<file path="src/rtl/snes_pkg.sv">
// Shared definitions for the SNES poll scheduler: FSM encoding, button word width,
// button bit positions and the edge-mask helper.
package snes_pkg;

    localparam int SNES_BTN_W = 16;

    localparam int BTN_B      = 0;
    localparam int BTN_Y      = 1;
    localparam int BTN_SELECT = 2;
    localparam int BTN_START  = 3;
    localparam int BTN_UP     = 4;
    localparam int BTN_DOWN   = 5;
    localparam int BTN_LEFT   = 6;
    localparam int BTN_RIGHT  = 7;
    localparam int BTN_A      = 8;
    localparam int BTN_X      = 9;
    localparam int BTN_L      = 10;
    localparam int BTN_R      = 11;

    typedef enum logic [2:0] {
        S_IDLE   = 3'd0,
        S_WAIT   = 3'd1,
        S_REQ    = 3'd2,
        S_RISE   = 3'd3,
        S_BUSY   = 3'd4,
        S_UPDATE = 3'd5
    } poll_state_t;

    typedef struct packed {
        logic [SNES_BTN_W-1:0] pressed;
        logic [SNES_BTN_W-1:0] released;
    } btn_edge_t;

    function automatic btn_edge_t btn_edges(input logic [SNES_BTN_W-1:0] old_w,
                                            input logic [SNES_BTN_W-1:0] new_w);
        btn_edge_t e;
        e.pressed  = new_w & ~old_w;
        e.released = ~new_w & old_w;
        return e;
    endfunction

endpackage

</file>
<file path="src/rtl/snes_evt_reg.sv">
// Edge-event holding register: loads fresh masks when empty or being drained,
// otherwise folds new edges into the pending event so a stalled consumer sees the latest net state.
module snes_evt_reg
    import snes_pkg::*;
(
    input  logic                  clk,
    input  logic                  rst,
    input  logic                  i_load,
    input  logic [SNES_BTN_W-1:0] i_pressed,
    input  logic [SNES_BTN_W-1:0] i_released,
    input  logic                  i_ready,
    output logic                  o_valid,
    output logic [SNES_BTN_W-1:0] o_pressed,
    output logic [SNES_BTN_W-1:0] o_released
);

    logic                  r_valid;
    logic [SNES_BTN_W-1:0] r_pressed;
    logic [SNES_BTN_W-1:0] r_released;

    always_ff @(posedge clk or posedge rst) begin
        if (rst) begin
            r_valid    <= 1'b0;
            r_pressed  <= '0;
            r_released <= '0;
        end else if (i_load) begin
            if (!r_valid || i_ready) begin
                r_pressed  <= i_pressed;
                r_released <= i_released;
            end else begin
                // a later edge on the same bit cancels the earlier opposite edge
                r_pressed  <= (r_pressed & ~i_released) | i_pressed;
                r_released <= (r_released & ~i_pressed) | i_released;
            end
            r_valid <= 1'b1;
        end else if (r_valid && i_ready) begin
            r_valid <= 1'b0;
        end
    end

    assign o_valid    = r_valid;
    assign o_pressed  = r_pressed;
    assign o_released = r_released;

endmodule

</file>
<file path="src/rtl/snes_poll_scheduler.sv">
// Periodic SNES gamepad poller: launches reads on a fixed tick, captures the button word and
// publishes press/release events. `SNES_POLL_CONNECT_DETECT_EN adds pad_present detection.
module snes_poll_scheduler
    import snes_pkg::*;
#(
    parameter int CLK_HZ  = 100_000_000,
    parameter int POLL_HZ = 60,
    parameter int TIMEOUT = 32768
) (
    input  logic                  clk,
    input  logic                  rst,
    input  logic                  enable,
    output logic                  pad_rd,
    input  logic                  pad_busy,
    input  logic [SNES_BTN_W-1:0] pad_buttons,
    output logic [SNES_BTN_W-1:0] btn_state,
    output logic                  evt_valid,
    input  logic                  evt_ready,
    output logic [SNES_BTN_W-1:0] evt_pressed,
    output logic [SNES_BTN_W-1:0] evt_released,
    output logic                  timeout_err,
`ifdef SNES_POLL_CONNECT_DETECT_EN
    output logic                  pad_present,
`endif
    output logic                  poll_done
);

    localparam int PERIOD = CLK_HZ / POLL_HZ;
    localparam int PW     = (PERIOD > 2) ? $clog2(PERIOD) : 1;
    localparam int TW     = (TIMEOUT > 2) ? $clog2(TIMEOUT) : 1;
    localparam logic [PW-1:0] PER_RELOAD = PW'(PERIOD - 1);
    localparam logic [TW-1:0] TO_LAST    = TW'(TIMEOUT - 1);

    poll_state_t           r_state;
    poll_state_t           w_next;
    logic [PW-1:0]         r_per;
    logic                  r_tick;
    logic [TW-1:0]         r_to;
    logic [SNES_BTN_W-1:0] r_btn;
    logic                  r_err;
    logic                  w_in_xact;
    logic                  w_to_hit;
    logic [SNES_BTN_W-1:0] w_new;
    btn_edge_t             w_edge;
    logic                  w_load;

    assign w_in_xact = (r_state == S_RISE) || (r_state == S_BUSY);
    assign w_to_hit  = w_in_xact && (r_to == TO_LAST);

`ifdef SNES_POLL_CONNECT_DETECT_EN
    logic r_present;
    logic w_present;
    assign w_present   = (pad_buttons[15:12] == 4'h0) && (pad_buttons != 16'hFFFF);
    // an absent pad reads as all-released so held buttons emit release events
    assign w_new       = w_present ? pad_buttons : '0;
    assign pad_present = r_present;

    always_ff @(posedge clk or posedge rst) begin
        if (rst)                     r_present <= 1'b0;
        else if (r_state == S_UPDATE) r_present <= w_present;
    end
`else
    assign w_new = pad_buttons;
`endif

    assign w_edge = btn_edges(r_btn, w_new);
    assign w_load = (r_state == S_UPDATE) && ((w_edge.pressed | w_edge.released) != '0);

    // Poll period runs off enable alone so transaction length never stretches it.
    always_ff @(posedge clk or posedge rst) begin
        if (rst) begin
            r_per  <= PER_RELOAD;
            r_tick <= 1'b0;
        end else if (!enable) begin
            r_per  <= PER_RELOAD;
            r_tick <= 1'b0;
        end else begin
            r_per <= (r_per == '0) ? PER_RELOAD : r_per - PW'(1);
            if (r_per == '0)
                r_tick <= 1'b1;
            else if (r_state == S_WAIT)
                r_tick <= 1'b0;
        end
    end

    always_ff @(posedge clk or posedge rst) begin
        if (rst) begin
            r_to  <= '0;
            r_btn <= '0;
            r_err <= 1'b0;
        end else begin
            if (r_state == S_REQ)
                r_to <= '0;
            else if (w_in_xact && !w_to_hit)
                r_to <= r_to + TW'(1);
            if (w_to_hit)
                r_err <= 1'b1;
            if (r_state == S_UPDATE)
                r_btn <= w_new;
        end
    end

    always_ff @(posedge clk or posedge rst) begin
        if (rst) r_state <= S_IDLE;
        else     r_state <= w_next;
    end

    always_comb begin
        w_next = r_state;
        case (r_state)
            S_IDLE:   if (enable) w_next = S_WAIT;
            S_WAIT:   if (!enable) w_next = S_IDLE;
                      else if (r_tick) w_next = S_REQ;
            S_REQ:    w_next = S_RISE;
            S_RISE:   if (w_to_hit) w_next = S_WAIT;
                      else if (pad_busy) w_next = S_BUSY;
            S_BUSY:   if (w_to_hit) w_next = S_WAIT;
                      else if (!pad_busy) w_next = S_UPDATE;
            S_UPDATE: w_next = enable ? S_WAIT : S_IDLE;
            default:  w_next = S_IDLE;
        endcase
    end

    always_comb begin
        pad_rd    = 1'b0;
        poll_done = 1'b0;
        case (r_state)
            S_REQ:    pad_rd    = 1'b1;
            S_UPDATE: poll_done = 1'b1;
            default:  ;
        endcase
    end

    assign btn_state   = r_btn;
    assign timeout_err = r_err;

    snes_evt_reg u_evt (
        .clk        (clk),
        .rst        (rst),
        .i_load     (w_load),
        .i_pressed  (w_edge.pressed),
        .i_released (w_edge.released),
        .i_ready    (evt_ready),
        .o_valid    (evt_valid),
        .o_pressed  (evt_pressed),
        .o_released (evt_released)
    );

endmodule

</file>
<file path="config.mk">
export PLATFORM = sky130hd
export DESIGN_NAME = snes_poll_scheduler
export DESIGN_NICKNAME = d
export VERILOG_FILES = /design/src/rtl/snes_pkg.sv /design/src/rtl/snes_evt_reg.sv /design/src/rtl/snes_poll_scheduler.sv
export SDC_FILE = /design/constraint.sdc
export NUM_CORES = 1
export LEC_CHECK = 0
export ABC_AREA = 1
export CAP_MARGIN = 20
export CORE_UTILIZATION = 28
export CTS_BUF_LIST = sky130_fd_sc_hd__clkbuf_2 sky130_fd_sc_hd__clkbuf_4 sky130_fd_sc_hd__clkbuf_8
export DETAILED_ROUTE_END_ITERATION = 16
export RECOVER_POWER = 100
export SLEW_MARGIN = 10
export SYNTH_ARGS = -nofsm -noshare
export SYNTH_HDL_FRONTEND = slang
export SYNTH_HIERARCHICAL = 1
export SYNTH_SLANG_ARGS = --single-unit
</file>
<file path="constraint.sdc">
create_clock -name clk -period 4.78 [get_ports clk]
set_clock_uncertainty 0.05 [all_clocks]
set_input_delay 1.195 -clock clk [delete_from_list [all_inputs] [get_ports clk]]
set_output_delay 1.195 -clock clk [all_outputs]
set_load 0.02 [all_outputs]
</file>
==> run_results.csv <==
group,metric,value,unit
placement,hpwlAfterDp,8460,µm
clocking,worstSkewPairLatency,0.38,ns
power_and_ir_drop,leakage,3.15,nW
flow_run,maxCapViolCount,1,
power_and_ir_drop,ir_worst_vdd,0.000310,V
critical_path,critPathKind,"reg -> out",
clocking,cts_tree,"done",
logic_synthesis,yosysSeqAreaShare,0.438,
logic_synthesis,synthMuxAreaShare,0,
grt,grt_pass1_vias,3999,
logic_synthesis,synth_compound_area_frac,0.0693,
drt,antenna_left,0,
outcome,violations,"max-capacitance violations, max-slew violations",
timing,holdWs,0.419,ns
clocking,clkSlewWorstSetupHoldPaths,0.09,ns
drt,drc,0,
timing,setup_viol_count_final,0,
timing,rsz0062_at_grt,"false",
placement,io_buffers,72,
logic_synthesis,synth_xor_area_frac,0.0203,
clocking,cts_htree_levels,3,
cells_and_area,regArea,2270,µm²
grt,grt_max_degree,66,
cells_and_area,area_growth,19.6,%
logic_synthesis,synth-simple-area-share,0.293,
drt,viasPerCell,4.39,
floorplan,fp.dieW,138,µm
logic_synthesis,netlist_area,5180,µm²
timing,tns,0,ns
floorplan,io_pins,73,
timing,max_freq,0.277,GHz
critical_path,critPathMaxStageDelay,0.77,ns
clocking,clk_path_buf_depth,2,
critical_path,crit_required,3.53,ns
drt,drtIter0Drc,287,
grt,grt_use_total,0.128,
clocking,cts_resized,0,
timing,worst_slew_pin_slew,1.89,ns
logic_synthesis,synthAdderAreaFrac,0.0821,
drt,firstDrtPassIters,4,
cells_and_area,fillers,1936,
placement,gp_congestion,0.773,
power_and_ir_drop,power.density,503,nW/µm²
clocking,cts_hold_buf,0,
clocking,cts_setup_buffers,0,
logic_synthesis,yosys_warnings,6,
logic_synthesis,syn_avg_cell_area,7.79,µm²
logic_synthesis,synth_top_family_by_area,"simple AND/OR/NAND/NOR gates",
drt,drt_wl_total,11600,µm
cells_and_area,drive_gt1_frac,0.0526,
critical_path,cp_slowest_cell,"dlygate4sd3_1",
floorplan,num_rows,49,
timing,slew_violations,34,
cells_and_area,fin_nets,792,
timing,hold_viol_final,0,
clocking,cts_root_buf,"clkbuf_8",
logic_synthesis,synth_cell_type_count,28,
logic_synthesis,synth-edff-count,0,
cells_and_area,utilization,0.344,
floorplan,die_h,138,µm
drt,vias,4264,
critical_path,cp_max_fo,6,
critical_path,end_kind,"primary output",
power_and_ir_drop,design_power_total,3.11,mW
logic_synthesis,synth-seq-cells,90,
timing,period_share,0.754,
clocking,clock-sinks,90,
floorplan,initial_utilization,0.287,
worst_hold_path,hp-class,"reg -> reg",
timing,slew_headroom,-0.260,
critical_path,path_cells,"inv_2, nor3_1, dlygate4sd3_1",
grt,gr-total-overflow,0,
logic_synthesis,yosys_most_used_dff,"dfrtp_1",
critical_path,worstPathArrival,2.36,ns
floorplan,dieArea,19100,µm²
outcome,status,"complete, but fails checks",
clocking,cts_buffers,9,
critical_path,critical_path.startpoint_type,"flip-flop",
floorplan,fp.coreArea,18000,µm²
logic_synthesis,synthArstFlopShare,1.00,
drt,wl_per_cell,12.0,µm
cells_and_area,multi_input_area,2280,µm²
logic_synthesis,synth_nets,720,
placement,post-place-ws,1.19,ns
grt,antenna_found_initial,0,
timing,finalWorstSetupSlack,1.17,ns
cells_and_area,antenna_cells,0,
grt,grt_pass1_wl,19800,µm
logic_synthesis,syn-instance-count,665,
timing,period_needed,3.61,ns
[final cells by class]
cell class | instances | area share
clock buffers | 13 | 0.0279
clock inverters | 3 | 0.00747
inverters | 103 | 0.0624
multi-input cells | 455 | 0.369
flip-flops and latches | 90 | 0.366
well taps | 229 | 0.0463
repair buffers | 78 | 0.121
[cell usage in the layout, fill, tap and decap left out, types with 3 or more instances in the layout]
master	count
nand4_1	22
nor3_1	3
dlygate4sd3_1	54
nand3b_1	4
nand3_1	31
clkbuf_8	12
ha_1	34
nor2_2	3
xor2_1	8
a21oi_1	32
clkdlybuf4s50_1	18
inv_1	101
dfstp_2	12
nor2_1	64
clkbuf_1	4
o21ai_0	23
xnor2_1	4
nand2_1	221
dfrtp_1	78
[cells in the mapped netlist, types with 5 or more instances]
| cell type | n | area share |
|---|---|---|
| a21oi_1 | 16 | 0.015 |
| a21oi_2 | 17 | 0.029 |
| buf_2 | 7 | 0.0068 |
| buf_4 | 5 | 0.0072 |
| dfrtp_1 | 78 | 0.38 |
| dfstp_2 | 12 | 0.061 |
| ha_1 | 34 | 0.082 |
| inv_1 | 100 | 0.072 |
| nand2_1 | 219 | 0.16 |
| nand3_1 | 31 | 0.030 |
| nand4_1 | 22 | 0.027 |
| nor2_1 | 60 | 0.043 |
| o21ai_0 | 23 | 0.022 |
| xor2_1 | 8 | 0.014 |
[layer usage]
layer  track usage  wire length [µm]  vias up
li1              -                 -     2209
met1         0.176              5780     1958
met2         0.198              5230       86
met3        0.0305               445       11
met4        0.0416               151        0
met5             0                 0        -
[through the flow]
step,area [µm²],cells
finish,6190,971
floorplan,5180,665
CTS,6350,971
global placement,6130,955
global route,6190,971
detailed placement,6130,955
[path summary, 6_finish.rpt]
check                                      end   startpoint  cells after the start  slack, ns
setup / recovery                     poll_done   r_state[2]                      3       1.17
hold / removal                     timeout_err  timeout_err                      2       0.42
setup reg to reg           u_evt/o_pressed[12]   r_state[2]                      8       1.19
hold reg to reg                    timeout_err  timeout_err                      2       0.42
max in group asynchronous  u_evt/o_released[0]          rst                      3       1.69
min in group asynchronous         btn_state[3]          rst                      2       1.18
[state kept, by name, summed over array words and instances, names as in the netlist]
| name | count |
|---|---|
| timeout_err | 1 |
| u_evt/o_valid | 1 |
| btn_state | 16 |
| r_state | 3 |
| u_evt/o_pressed | 16 |
| r_per | 21 |
| r_tick | 1 |
| u_evt/o_released | 16 |
| r_to | 15 |
[cells by family after synthesis]
| kind of cell | Yosys count |
|---|---|
| AO/OA/AOI/OAI | 58 |
| XOR/XNOR | 12 |
| adder cells (fa/ha/maj) | 34 |
| buffers and inverters | 120 |
| flip-flops | 90 |
| AND/OR/NAND/NOR | 351 |
[power breakdown]
part | internal [mW] | switching [mW]
clock network | 0.292 | 0.283
logic | 0.536 | 0.826
registers | 1.00 | 0.177
[critical path, delay by kind of cell (launching register included)]
kind	cells	cell delay [ns]
buffers and inverters	2	0.87
and+or+nand+nor	1	0.61
DFF	1	0.51
Power figures use the tool's default switching activity.
